## config.mk

```make
export PLATFORM = sky130hd
export DESIGN_NAME = irq_stim_gen
export DESIGN_NICKNAME = d
export VERILOG_FILES = /design/src/rtl/irq_stim_gen.sv
export SDC_FILE = /design/constraint.sdc
export NUM_CORES = 2
export LEC_CHECK = 0
export BUFFER_PORTS_ARGS = -buffer_cell sky130_fd_sc_hd__buf_2
export CAP_MARGIN = 20
export CORE_MARGIN = 5
export CORE_UTILIZATION = 45
export DETAILED_ROUTE_END_ITERATION = 12
export SYNTH_ARGS = -nofsm -noshare
export SYNTH_HDL_FRONTEND = slang
export SYNTH_SLANG_ARGS = --single-unit
```

## constraint.sdc

```tcl
create_clock -name clk_i -period 11.2 [get_ports clk_i]
set_clock_uncertainty 0.15 [all_clocks]
set_input_delay 1.12 -clock clk_i [delete_from_list [all_inputs] [get_ports clk_i]]
set_output_delay 1.12 -clock clk_i [all_outputs]
set_load 0.01 [all_outputs]
```

## src/rtl/irq_stim_gen.sv

```systemverilog
// irq_stim_gen: per-channel programmable interrupt pulse/level generator.
// Define IRQ_STIM_JITTER_EN to add LFSR jitter to delay and gap intervals.
module irq_stim_gen #(
  parameter int NumIrq   = 4,
  parameter int CntW     = 32,
  parameter int DefDelay = 800,
  parameter int DefWidth = 10,
  parameter int JitterW  = 4,
  localparam int IdxW    = (NumIrq > 1) ? $clog2(NumIrq) : 1
) (
  input  logic              clk_i,
  input  logic              rst_i,
  input  logic [NumIrq-1:0] start_i,
  input  logic [NumIrq-1:0] stop_i,
  input  logic              cfg_we_i,
  input  logic [IdxW-1:0]   cfg_idx_i,
  input  logic [1:0]        cfg_mode_i,
  input  logic [CntW-1:0]   cfg_delay_i,
  input  logic [CntW-1:0]   cfg_width_i,
  input  logic [CntW-1:0]   cfg_period_i,
  input  logic [CntW-1:0]   cfg_count_i,
  input  logic [NumIrq-1:0] irq_ack_i,
  output logic [NumIrq-1:0] irq_o,
  output logic [NumIrq-1:0] busy_o,
  output logic [NumIrq-1:0] done_o,
  output logic              cfg_err_o
);

  typedef enum logic [2:0] {
    S_IDLE, S_DELAY, S_ASSERT, S_GAP, S_DONE
  } state_e;

  logic [NumIrq-1:0] w_sel;
  logic              w_idx_ok;
  logic              r_err;

  assign w_idx_ok  = int'(cfg_idx_i) < NumIrq;
  assign cfg_err_o = r_err;

  always_comb begin
    w_sel = '0;
    for (int i = 0; i < NumIrq; i++)
      w_sel[i] = cfg_we_i && (cfg_idx_i == IdxW'(i));
  end

  always_ff @(posedge clk_i) begin
    if (rst_i) r_err <= 1'b0;
    else       r_err <= cfg_we_i && (!w_idx_ok || |(w_sel & busy_o));
  end

  for (genvar c = 0; c < NumIrq; c++) begin : g_ch
    state_e          r_state, w_state;
    logic [1:0]      r_mode;
    logic [CntW-1:0] r_delay, r_width, r_period, r_count;
    logic [CntW-1:0] r_cnt, w_cnt, r_rem, w_rem;
    logic [CntW-1:0] w_wid, w_per, w_gap, w_jit;
    logic            w_idle, w_wr, w_go;
    logic            r_irq, r_busy, r_done;

    assign w_idle = (r_state == S_IDLE) || (r_state == S_DONE);
    assign w_wr   = w_sel[c] && w_idle;
    assign w_go   = start_i[c] && !stop_i[c] && w_idle;

    // Rising edges never closer than width+1: at least one low cycle.
    assign w_wid = (r_width == '0) ? CntW'(1) : r_width;
    assign w_per = (r_period > w_wid) ? r_period : w_wid + CntW'(1);
    assign w_gap = w_per - w_wid - CntW'(1);

`ifdef IRQ_STIM_JITTER_EN
    localparam logic [JitterW-1:0] LfsrTaps =
      JitterW'((JitterW == 4) ? 'hC : ((1 << (JitterW - 1)) | 1));
    logic [JitterW-1:0] r_lfsr;
    logic               w_step;

    assign w_step = w_go || (r_state == S_ASSERT && w_state == S_GAP);
    assign w_jit  = CntW'(r_lfsr);

    always_ff @(posedge clk_i) begin
      if (rst_i)       r_lfsr <= JitterW'(c + 1);
      else if (w_step) r_lfsr <= (r_lfsr >> 1) ^ (r_lfsr[0] ? LfsrTaps : '0);
    end
`else
    assign w_jit = '0;
`endif

    always_comb begin
      w_state = r_state;
      w_cnt   = r_cnt;
      w_rem   = r_rem;
      if (stop_i[c]) begin
        w_state = S_IDLE;
      end else begin
        unique case (r_state)
          S_DELAY: begin
            if (r_cnt == '0) begin
              w_state = S_ASSERT;
              w_cnt   = w_wid - CntW'(1);
            end else begin
              w_cnt = r_cnt - CntW'(1);
            end
          end
          S_ASSERT: begin
            if (r_mode == 2'd2) begin
              if (irq_ack_i[c]) w_state = S_DONE;
            end else if (r_cnt != '0) begin
              w_cnt = r_cnt - CntW'(1);
            end else if (r_mode != 2'd1 || r_rem == CntW'(1)) begin
              w_state = S_DONE;
            end else begin
              w_state = S_GAP;
              w_cnt   = w_gap + w_jit;
              if (r_rem != '0) w_rem = r_rem - CntW'(1);
            end
          end
          S_GAP: begin
            if (r_cnt == '0) begin
              w_state = S_ASSERT;
              w_cnt   = w_wid - CntW'(1);
            end else begin
              w_cnt = r_cnt - CntW'(1);
            end
          end
          default: begin
            if (start_i[c]) begin
              w_state = S_DELAY;
              w_cnt   = (w_wr ? cfg_delay_i : r_delay) + w_jit;
              w_rem   = w_wr ? cfg_count_i : r_count;
            end
          end
        endcase
      end
    end

    always_ff @(posedge clk_i) begin
      if (rst_i) begin
        r_state <= S_IDLE;
        r_cnt   <= '0;
        r_rem   <= '0;
      end else begin
        r_state <= w_state;
        r_cnt   <= w_cnt;
        r_rem   <= w_rem;
      end
    end

    always_ff @(posedge clk_i) begin
      if (rst_i) begin
        r_mode   <= 2'd0;
        r_delay  <= CntW'(DefDelay);
        r_width  <= CntW'(DefWidth);
        r_period <= '0;
        r_count  <= CntW'(1);
      end else if (w_wr) begin
        r_mode   <= cfg_mode_i;
        r_delay  <= cfg_delay_i;
        r_width  <= cfg_width_i;
        r_period <= cfg_period_i;
        r_count  <= cfg_count_i;
      end
    end

    always_ff @(posedge clk_i) begin
      if (rst_i) begin
        r_irq  <= 1'b0;
        r_busy <= 1'b0;
        r_done <= 1'b0;
      end else begin
        r_irq  <= (w_state == S_ASSERT);
        r_busy <= (w_state == S_DELAY) || (w_state == S_ASSERT) ||
                  (w_state == S_GAP);
        r_done <= (w_state == S_DONE) || (r_done && !w_go);
      end
    end

    assign irq_o[c]  = r_irq;
    assign busy_o[c] = r_busy;
    assign done_o[c] = r_done;
  end

endmodule

```

==> impl_metrics.toml <==
[logic_synthesis]
netlist_top_cells_area = "dfxtp_1 31%, nand2_1 7.5%, a21oi_1 6.7%, ha_1 6.6%, nor2_1 5.8%"
synth.top_cell.area_share = 0.308
synth_adder_area_share = 0.0674
synth_area_per_cell_um2 = 7.43
synthCells = 7006
netlist_area_mm2 = 0.0521
ys_warn_count = 0
synth_cell_type_count = 103
seq_area_frac_synth = 0.308
synth_top_family_by_area = "simple AND/OR/NAND/NOR gates"
synth-xor-area-share = 0.0646
ys_async_sr_fraction = 0
synth_top_cell_by_area = "dfxtp_1"
synth_nets = 7431
ys_ff_latch = 801
synth_compound_area_frac = 0.212
yosys.area_share.simple = 0.243
synth_edf_count = 0
ys.flop_type = "dfxtp_1"
synthMuxAreaShare = 0.0541

[power]
p_sw_uw = 3210
power_leakage_uw = 0.0228
irDropWorstVdd_v = 0.000114
powerDensity_mw_per_mm2 = 158
p_int_uw = 5770
power_uw = 8980
combPwrFrac = 0.301
p_sw_frac = 0.357
clockPowerShare = 0.356
seq_power_share = 0.342

[sta]
period_needed_ns = 7.73
finalCritPeriodShare = 0.690
setup-violations-final = 0
relSlewSlack = 0.198
rsz0062_at_grt = "no"
fin_tns_setup_ns = 0
worst_slew_pin_slew_ns = 1.20
hold_slack_ns = 0.305
hold_viol_final = 0
finalMaxSlewViolations = 0
max_freq_mhz = 129

[clocking]
clockBufferDepth = 3
htreeDepth = 3
clock_sinks = 801
numCtsBuffers = 94
cts_root_buf = "clkbuf_16"
cts_tree = "built"
cts-resized-gates = 0
clk_latency_ns = 0.72
path_clk_slew_ns = 0.07
hold_buffers = 0
postCtsSetupBuffers = 0

[placed_design]
portBuffers = 159
postPlaceCellArea_mm2 = 0.0536
placed_cells = 8300
place_hpwl_mm = 156
gp_congestion = 0.953

[cells_and_area]
final_cell_count_no_fill = 8488
drive_above_1_share = 0.0718
fin_nets = 7310
seq_area_mm2 = 0.0160
final_area_mm2 = 0.0568
layout_common_cells = "1043 x nand2_1, 801 x dfxtp_1, 795 x nor2_1, 692 x a21oi_1, 437 x o21ai_0"
multi_input_area_mm2 = 0.0335
synthToLayoutAreaGrowth_pct = 9.11
final_common_cell = "nand2_1"
filler_cell_count = 11500

[critical_path]
worst-path-max-fanout = 62
r2r_cells = 27
arrival_ns = 8.09
critPathSlowestCell = "or4_1"
startpoint_type = "flop"
max_stage_delay_ns = 0.65
crit_type = "flop to flop"
required_ns = 11.56
crit_path_end_kind = "flop"

[hold_path]
min_path_type = "flop to flop"
whs_path_depth = 2

[die]
die_w_um = 350
row_count = 124
core_area_mm2 = 0.115
die-area_mm2 = 0.123
start_util = 0.454
dieHeight_um = 350
io_pins = 160

[drt]
vias = 51600
final_antenna_net_count = 0
wl_per_cell_um = 24.2
drtPass1Iterations = 9
wirelength_mm = 205
avgViaCountPerCell = 6.08
drtIter0Drc = 6025
drc_errors = 0

[grt]
grt_max_degree = 188
grt_pass1_vias = 45500
antenna_found_initial = 18
grt_util_all_layers = 0.321
overflow = 0
grt_pass1_wl_mm = 301

[run]
maxCapViolations = 0

[run_status]
status = "finished clean"
power by group through the flow:
stage	logic, uW	clock network [uW]	registers, uW
floorplan	1910	0	3090
CTS	2650	3250	3070
detailed placement	2630	0	3130
global route	2950	3370	3090
finish	2710	3200	3080
global placement	2630	0	3130
cells by family (layout without fill, tap and decap cells):
kind of cell / count (synthesis) / after routing
AND/OR/NAND/NOR: 2784 / 2784
AO/OA/AOI/OAI: 1821 / 1821
flip-flops: 801 / 801
buffers and inverters: 659 / 616
XOR/XNOR: 384 / 384
multiplexers: 279 / 279
adder cells (fa/ha/maj): 278 / 278
other: 0 / 13
worst max-delay path: cells and delay by family (launching register included):
kind,cells,cell delay (ns)
flip-flops,1,0.39
AND/OR/NAND/NOR,11,3.28
buffers and inverters,4,0.79
XOR/XNOR,1,0.13
adder cells (fa/ha/maj),3,0.79
AO/OA/AOI/OAI,8,1.98
final timing paths:
kind | startpoint | endpoint | slack [ns]
worst max-delay path | g_ch[0].r_width[19] | g_ch[0].r_cnt[24] | 3.47
worst min-delay path | g_ch[0].r_rem[17] | g_ch[0].r_rem[17] | 0.30
worst max register to register | g_ch[0].r_width[19] | g_ch[0].r_cnt[24] | 3.47
worst min register to register | g_ch[0].r_rem[17] | g_ch[0].r_rem[17] | 0.30
cell usage after synthesis (all sizes together) (128+ instances only):
master,number
a21oi,698
nor3,223
dfxtp,801
xnor2,309
nor4,128
inv,213
nor2,805
mux2i,267
nand2,1045
o21ai,458
ha,274
nand3,195
clkbuf,354
registers in the layout, indices dropped and copies added, names as in the netlist, 4 cells and up:
register / flops
g_ch.r_period: 128
g_ch.r_done: 4
g_ch.r_delay: 128
g_ch.r_state: 12
g_ch.r_irq: 4
g_ch.r_mode: 8
g_ch.r_rem: 128
g_ch.r_cnt: 128
g_ch.r_width: 128
g_ch.r_count: 128
g_ch.r_busy: 4
layout make-up:
class | count | share of cell area
Antenna cell | 13 | 0.000573
Multi-Input combinational cell | 5546 | 0.590
Timing Repair Buffer | 225 | 0.0234
Clock inverter | 35 | 0.00780
Sequential cell | 801 | 0.282
Tap cell | 1512 | 0.0333
Inverter | 217 | 0.0143
Clock buffer | 139 | 0.0485
per-layer routing:
layer	share of wire	global-route usage	routed length (um)
met1	0.46	0.481	94400
met2	0.41	0.462	83400
met3	0.098	0.0602	20100
met4	0.037	0.103	7520
met5	0.00024	0	49
metrics by stage:
stage | setup WS, ns | util
after floorplan | 4.68 | -
after global placement | 3.83 | 0.467
after detailed placement | 3.74 | 0.467
after CTS | 3.64 | 0.495
after global routing | 3.15 | 0.495
final | 3.47 | 0.495
No activity file was read; power rests on OpenSTA's default activity.
